<file path="config.mk">
export PLATFORM = sky130hd
export DESIGN_NAME = systolic_drain_collector
export DESIGN_NICKNAME = d
export VERILOG_FILES = /design/src/rtl/drain_collector_pkg.sv /design/src/rtl/drain_col_slice.sv /design/src/rtl/systolic_drain_collector.sv
export SDC_FILE = /design/constraint.sdc
export NUM_CORES = 1
export LEC_CHECK = 0
export ABC_AREA = 0
export CAP_MARGIN = 10
export CELL_PAD_IN_SITES_DETAIL_PLACEMENT = 0
export CELL_PAD_IN_SITES_GLOBAL_PLACEMENT = 2
export CORE_UTILIZATION = 45
export DETAILED_ROUTE_END_ITERATION = 7
export PLACE_DENSITY_LB_ADDON = 0.1
export SYNTH_ARGS = -nofsm -noshare
export SYNTH_HDL_FRONTEND = slang
export SYNTH_HIERARCHICAL = 1
export SYNTH_SLANG_ARGS = --single-unit
</file>
<file path="constraint.sdc">
create_clock -name clk -period 4.5 [get_ports clk]
set_input_delay 0.9 -clock clk [delete_from_list [all_inputs] [get_ports clk]]
set_output_delay 0.9 -clock clk [all_outputs]
set_load 0.005 [all_outputs]
</file>
<file path="src/rtl/drain_collector_pkg.sv">
// Shared sizes and state encodings for the systolic drain collector.
package drain_collector_pkg;

  localparam int D_W   = 8;
  localparam int N     = 4;
  localparam int M     = 4;
  localparam int RES_W = 2 * D_W;
  localparam int DEPTH = N * M;
  localparam int ROW_W = $clog2(N);
  localparam int COL_W = $clog2(M);
  // Per-column word counter must be able to hold N itself.
  localparam int CNT_W = $clog2(N + 1);

  typedef enum logic {
    EMPTY = 1'b0,
    FULL  = 1'b1
  } bank_state_t;

  typedef enum logic [1:0] {
    IDLE   = 2'd0,
    LOAD   = 2'd1,
    STREAM = 2'd2
  } rd_state_t;

endpackage

</file>
<file path="src/rtl/drain_col_slice.sv">
// One column of the collector: two banks of N result words, the drain word
// counter for the tile being filled, and a sticky protocol error flag.
module drain_col_slice
  import drain_collector_pkg::*;
(
  input  logic             clk,
  input  logic             rst,
  input  logic             i_valid,
  input  logic [RES_W-1:0] i_data,
  input  logic             i_wr_bank,
  input  logic             i_wr_full,
  input  logic             i_close,
  input  logic             i_rd_bank,
  input  logic [ROW_W-1:0] i_rd_row,
  output logic [RES_W-1:0] o_rd_data,
  output logic             o_done_next,
  output logic             o_proto_err
);

  logic [CNT_W-1:0] r_cnt;
  logic             r_proto_err;
  logic [RES_W-1:0] r_mem [2][N];

  logic             w_at_n;
  logic             w_accept;
  logic [ROW_W-1:0] w_wr_row;

  assign w_at_n   = (r_cnt == CNT_W'(N));
  assign w_accept = i_valid && !i_wr_full && !w_at_n;
  // The array drains bottom row first, so the first word lands in row N-1.
  assign w_wr_row = ROW_W'(N - 1) - r_cnt[ROW_W-1:0];

  // This column has (or is completing this cycle) its full set of N words.
  assign o_done_next = w_at_n || (w_accept && (r_cnt == CNT_W'(N - 1)));

  // Count accepted drain words; a tile close restarts every column at zero.
  always_ff @(posedge clk) begin
    // NOTE: registered state is always updated with <= so every flop samples pre-edge values.
    if (rst) begin
      r_cnt <= '0;
    end else if (i_close) begin
      r_cnt <= '0;
    end else if (w_accept) begin
      r_cnt <= r_cnt + 1'b1;
    end
  end

  // Latch a protocol error when the column over-sends inside one tile.
  always_ff @(posedge clk) begin
    if (rst) begin
      r_proto_err <= 1'b0;
    end else if (i_valid && w_at_n) begin
      r_proto_err <= 1'b1;
    end
  end

  // Result storage; bank validity is tracked at the top, so contents need no reset.
  always_ff @(posedge clk) begin
    // NOTE: storage arrays are deliberately not reset; the bank state decides what is valid.
    if (w_accept) begin
      r_mem[i_wr_bank][w_wr_row] <= i_data;
    end
  end

  assign o_rd_data   = r_mem[i_rd_bank][i_rd_row];
  assign o_proto_err = r_proto_err;

endmodule

</file>
<file path="src/rtl/systolic_drain_collector.sv">
// Collects per-column drain words from the systolic array into double-buffered
// tiles and streams each complete tile out row-major with backpressure.
module systolic_drain_collector
  import drain_collector_pkg::*;
(
  input  logic               clk,
  input  logic               rst,
  input  logic [M*RES_W-1:0] col_data,
  input  logic [M-1:0]       col_valid,
  output logic [RES_W-1:0]   m_data,
  output logic               m_valid,
  input  logic               m_ready,
  output logic               m_last,
  output logic [ROW_W-1:0]   m_row,
  output logic [COL_W-1:0]   m_col,
  output logic               overflow,
  output logic               proto_err
);

  bank_state_t      r_bank_state [2];
  logic             r_wr_bank;
  logic             r_rd_bank;
  rd_state_t        r_rd_state;
  logic [RES_W-1:0] r_m_data;
  logic             r_m_valid;
  logic             r_m_last;
  logic [ROW_W-1:0] r_m_row;
  logic [COL_W-1:0] r_m_col;
  logic             r_overflow;

  logic             w_wr_full;
  logic             w_close;
  logic             w_accept_out;
  logic             w_free;
  logic             w_rd_full;
  logic [M-1:0]     w_done_next;
  logic [M-1:0]     w_col_proto;
  logic [RES_W-1:0] w_slice_data [M];
  logic [ROW_W-1:0] w_rd_row;
  logic [COL_W-1:0] w_rd_col;
  logic             w_rd_last;
  logic [RES_W-1:0] w_rd_word;

  assign w_wr_full    = (r_bank_state[r_wr_bank] == FULL);
  assign w_close      = &w_done_next;
  assign w_accept_out = r_m_valid && m_ready;
  assign w_free       = w_accept_out && r_m_last;
  // Look through a close into the read bank so the first word is not delayed a cycle.
  assign w_rd_full    = (r_bank_state[r_rd_bank] == FULL) ||
                        (w_close && (r_wr_bank == r_rd_bank));

  for (genvar g = 0; g < M; g++) begin : g_col
    drain_col_slice u_slice (
      .clk         (clk),
      .rst         (rst),
      .i_valid     (col_valid[g]),
      .i_data      (col_data[g*RES_W +: RES_W]),
      .i_wr_bank   (r_wr_bank),
      .i_wr_full   (w_wr_full),
      .i_close     (w_close),
      .i_rd_bank   (r_rd_bank),
      .i_rd_row    (w_rd_row),
      .o_rd_data   (w_slice_data[g]),
      .o_done_next (w_done_next[g]),
      .o_proto_err (w_col_proto[g])
    );
  end

  // Address of the word to load next: (0,0) outside STREAM, else the row-major successor.
  always_comb begin
    // NOTE: defaults first so no path through this block leaves a signal unassigned (no latch).
    w_rd_row = '0;
    w_rd_col = '0;
    if (r_rd_state == STREAM) begin
      if (r_m_col == COL_W'(M - 1)) begin
        w_rd_row = r_m_row + 1'b1;
        w_rd_col = '0;
      end else begin
        w_rd_row = r_m_row;
        w_rd_col = r_m_col + 1'b1;
      end
    end
  end

  assign w_rd_word = w_slice_data[w_rd_col];
  assign w_rd_last = (w_rd_row == ROW_W'(N - 1)) && (w_rd_col == COL_W'(M - 1));

  // Bank status: a close marks the write bank FULL, accepting the last word frees the read bank.
  always_ff @(posedge clk) begin
    if (rst) begin
      r_bank_state[0] <= EMPTY;
      r_bank_state[1] <= EMPTY;
    end else begin
      if (w_close) begin
        r_bank_state[r_wr_bank] <= FULL;
      end
      if (w_free) begin
        r_bank_state[r_rd_bank] <= EMPTY;
      end
    end
  end

  // Write bank pointer flips on every tile close.
  always_ff @(posedge clk) begin
    if (rst) begin
      r_wr_bank <= 1'b0;
    end else if (w_close) begin
      r_wr_bank <= ~r_wr_bank;
    end
  end

  // Sticky overflow: any drain word aimed at a bank that is still FULL.
  always_ff @(posedge clk) begin
    if (rst) begin
      r_overflow <= 1'b0;
    end else if ((|col_valid) && w_wr_full) begin
      r_overflow <= 1'b1;
    end
  end

  // Read FSM: wait for a full bank, present (0,0), then advance one word per accept.
  always_ff @(posedge clk) begin
    if (rst) begin
      r_rd_state <= IDLE;
      r_rd_bank  <= 1'b0;
      r_m_data   <= '0;
      r_m_valid  <= 1'b0;
      r_m_last   <= 1'b0;
      r_m_row    <= '0;
      r_m_col    <= '0;
    end else begin
      case (r_rd_state)
        IDLE: begin
          if (w_rd_full) begin
            r_rd_state <= LOAD;
          end
        end
        LOAD: begin
          r_m_data   <= w_rd_word;
          r_m_row    <= w_rd_row;
          r_m_col    <= w_rd_col;
          r_m_last   <= w_rd_last;
          r_m_valid  <= 1'b1;
          r_rd_state <= STREAM;
        end
        STREAM: begin
          if (w_accept_out) begin
            if (r_m_last) begin
              r_m_valid  <= 1'b0;
              r_m_last   <= 1'b0;
              r_rd_bank  <= ~r_rd_bank;
              r_rd_state <= IDLE;
            end else begin
              r_m_data <= w_rd_word;
              r_m_row  <= w_rd_row;
              r_m_col  <= w_rd_col;
              r_m_last <= w_rd_last;
            end
          end
        end
        default: r_rd_state <= IDLE;
      endcase
    end
  end

  assign m_data    = r_m_data;
  assign m_valid   = r_m_valid;
  assign m_last    = r_m_last;
  assign m_row     = r_m_row;
  assign m_col     = r_m_col;
  assign overflow  = r_overflow;
  assign proto_err = |w_col_proto;

endmodule

</file>
==> flow_summary.ini <==
[layout]
diodes = 0
fin_cells = 1963
layout-drive-gt1-share_pct = 16.7
fin_area_mm2 = 0.0263
nets = 1344
syn2layout_area_growth_pct = 15.9

[synthesis]
ys_warn_count = 6
synth_ff_type = edfxtp_1
synthArstFlopShare_pct = 0
avgSynthCellArea_um2 = 20.4
yosysUniqueCellTypes = 51
syn_nets = 1203
ys_ff_latch = 559
syn-instance-count = 1111
synth_edf_count = 512
ys_seq_area_share_pct = 71.8
synth_area_mm2 = 0.0227

[floorplan]
die_area_mm2 = 0.0514
fp.coreArea_mm2 = 0.0494
rows = 81
die_y_um = 227
io_pins = 95
die_w_um = 227
start_util_pct = 46.0

[routing]
viasPerCell = 5.60
drtIter0Drc = 821
routed_wl_mm = 49.9
drc = 0
drt-pass1-iter-count = 7
ant_nets = 0
wl_per_cell_um = 25.4
vias = 10995

[power]
ir_drop_mv = 0.276
total_power_mw = 10.7
powerDensity_mw_per_mm2 = 407
p_leak_nw = 8.55

[clock_tree]
cts_tree = done
cts_hold_buf = 0
clk_pin_slew_worst_paths_ps = 60
cts-root-buf = clkbuf_16
cts_buffers = 57
insertion_delay_ps = 600
htree_levels = 2
clock_path_buffers = 3
postCtsSetupBuffers = 0
cts.sinks = 559
cts_resized = 0

[timing]
final_max_slew_viol_count = 0
worst_slew_pin_slew_ps = 975
max_slew_margin_pct = 35.0
fin_tns_setup_ps = 0
fmax_ghz = 0.298
setup_viol = 0
setup_slack_ps = 1150
fin_skew_ps = 14.0
rsz0062_at_grt = no
layout_min_cycle_time_ps = 3350
post-route-period-util_pct = 74.5
timing_hold_violations_final = 0

[placement]
place_congestion = 0.793
placed_cells = 1857
place_area_mm2 = 0.0245
pre_cts_ws_ps = 1200
dp_hpwl_mm = 30.8
portBuffers = 94

[job]
drv_cap = 0

[grt]
grt_pass1_wl_mm = 73.1
grt_usage_pct = 20.0
grt_overflow = 0
grt_pass1_vias = 11039
antenna_found_initial = 1
grt_max_degree = 74

[critical_path]
startpoint_type = flop
worstPathArrival_ps = 3840
worstPathRequired_ps = 4990
cp_max_fo = 73
endpoint_kind = flop
timing.critical_path.from = m_col[0]
reg2reg_from = m_col[0]
worstSetupPathType = flop to flop

[run_status]
status = completed

[worst_hold_path]
min_path_type = flop to flop
min_from = overflow
[path summary, 6_finish.rpt]
path / slack [ps] / cells past startpoint / end
setup reg to reg: 1150 / 9 / m_data[3]
setup / recovery: 1150 / 9 / m_data[3]
hold / removal: 470 / 2 / overflow
hold reg to reg: 470 / 2 / overflow
[placed cells by master, fill, tap and decap left out, types with 3 or more instances in the layout]
cell             netlist  routed
edfxtp_1             512     512
mux4_1               112     112
clkdlybuf4s50_1        0      94
mux2_2                65      65
clkbuf_16              0      59
dfxtp_1               47      46
buf_4                  0      38
nor2_1                37      36
a21oi_1               24      23
nor3b_1               22      22
and2_1                21      21
ha_1                  21      21
nand2_1               19      19
clkinv_1               0      18
and3_1                17      17
mux4_2                16      16
inv_1                 15      15
nor3_1                13      13
o21a_1                12      12
a22o_1                12      12
nand3_1               11      11
o31ai_1               11      11
clkinv_2               0      10
o21ai_0                9       9
clkbuf_1               6       9
mux2i_1                8       8
nand2b_1               6       6
nor2b_1                6       6
or2_2                  5       5
a211oi_1               5       5
bufinv_16              0       5
buf_12                 0       4
xnor2_1                3       3
clkinvlp_4             0       3
[Yosys cell counts, types with 2 or more instances]
master    number  share of area [%]
ha_1          21                1.2
mux2_2        65                3.2
dfxtp_1       47                4.1
a21oi_1       24               0.53
mux4_1       112                 13
mux4_2        16                1.6
buf_2         10               0.22
o31ai_1       11               0.36
buf_1         16               0.26
buf_6         18               0.89
or3_1          2              0.055
mux2i_1        8               0.35
nand2_1       19               0.31
o21a_1        12               0.40
o21ai_0        9               0.20
nor3_1        13               0.29
a22o_1        12               0.46
or2_2          5               0.14
a31oi_1        2              0.055
and3_1        17               0.47
o22ai_1        2              0.055
o221a_1        2              0.099
edfxtp_1     512                 68
nor2b_1        6               0.17
nand2b_1       6               0.17
a211oi_1       5               0.17
a22oi_1        2              0.066
a32o_1         2              0.088
nor3b_1       22               0.73
nand3_1       11               0.24
and2_1        21               0.58
clkbuf_1       6              0.099
nor2_1        37               0.61
or4_1          2              0.066
clkbuf_2       4              0.088
xnor2_1        3               0.12
inv_1         15               0.25
[power by group]
group / switching, mW / internal [mW]
logic: 0.198 / 0.133
clock network: 1.90 / 2.67
registers: 0.0273 / 5.79
total: 2.13 / 8.58
[critical path: stages (launching register included)]
cell      delay (ps)
dfxtp_1          500
ha_1             410
nand3b_1         180
a21oi_4          250
buf_12           370
mux4_1           410
mux2_2           330
nor3b_1          280
o31ai_1          180
a22o_1           240
[cell families after synthesis]
logic type / count (synthesis) / share of synthesized area (%)
adders and majority gates: 21 / 1.16
and+or+nand+nor: 170 / 4.23
muxes: 201 / 18.1
buffers and inverters: 69 / 1.81
DFF: 559 / 71.8
AOI/OAI and AO/OA: 88 / 2.73
xor gates and xnor gates: 3 / 0.116
[per-layer routing]
metal	routed length (um)	up-vias	global-route usage (%)	share of wire (%)
li1	-	4953	-	-
met1	23200	5707	28.8	46
met2	23200	254	30.9	47
met3	2340	79	3.87	4.7
met4	1160	2	5.86	2.3
met5	11	-	0	0.022
[area by class of cell]
cell class / count / area [um2]
Clock inverter: 38 / 308
Inverter: 15 / 56.3
Clock buffer: 68 / 1510
Multi-Input combinational cell: 483 / 6000
Timing Repair Buffer: 136 / 1310
Fill cell: 3898 / 23000
Tap cell: 664 / 831
Sequential cell: 559 / 16300
[flip-flops by register name, summed over array words and instances, names as in the netlist, named ones only]
name / count
m_valid: 1
g_col.u_slice/r_cnt: 12
m_col: 2
m_data: 16
overflow: 1
m_last: 1
g_col.u_slice/o_proto_err: 4
r_rd_state: 2
r_rd_bank: 1
m_row: 2
r_bank_state: 2
r_wr_bank: 1
g_col.u_slice/r_mem: 512
[per-stage QoR]
stage | hold slack [ps] | utilization, %
after global routing | 509 | 53.4
after floorplan | 428 | -
after CTS | 476 | 53.4
final | 472 | 53.4
after detailed placement | 460 | 49.7
after global placement | 444 | 49.7
(Power assumes the default switching activity.)
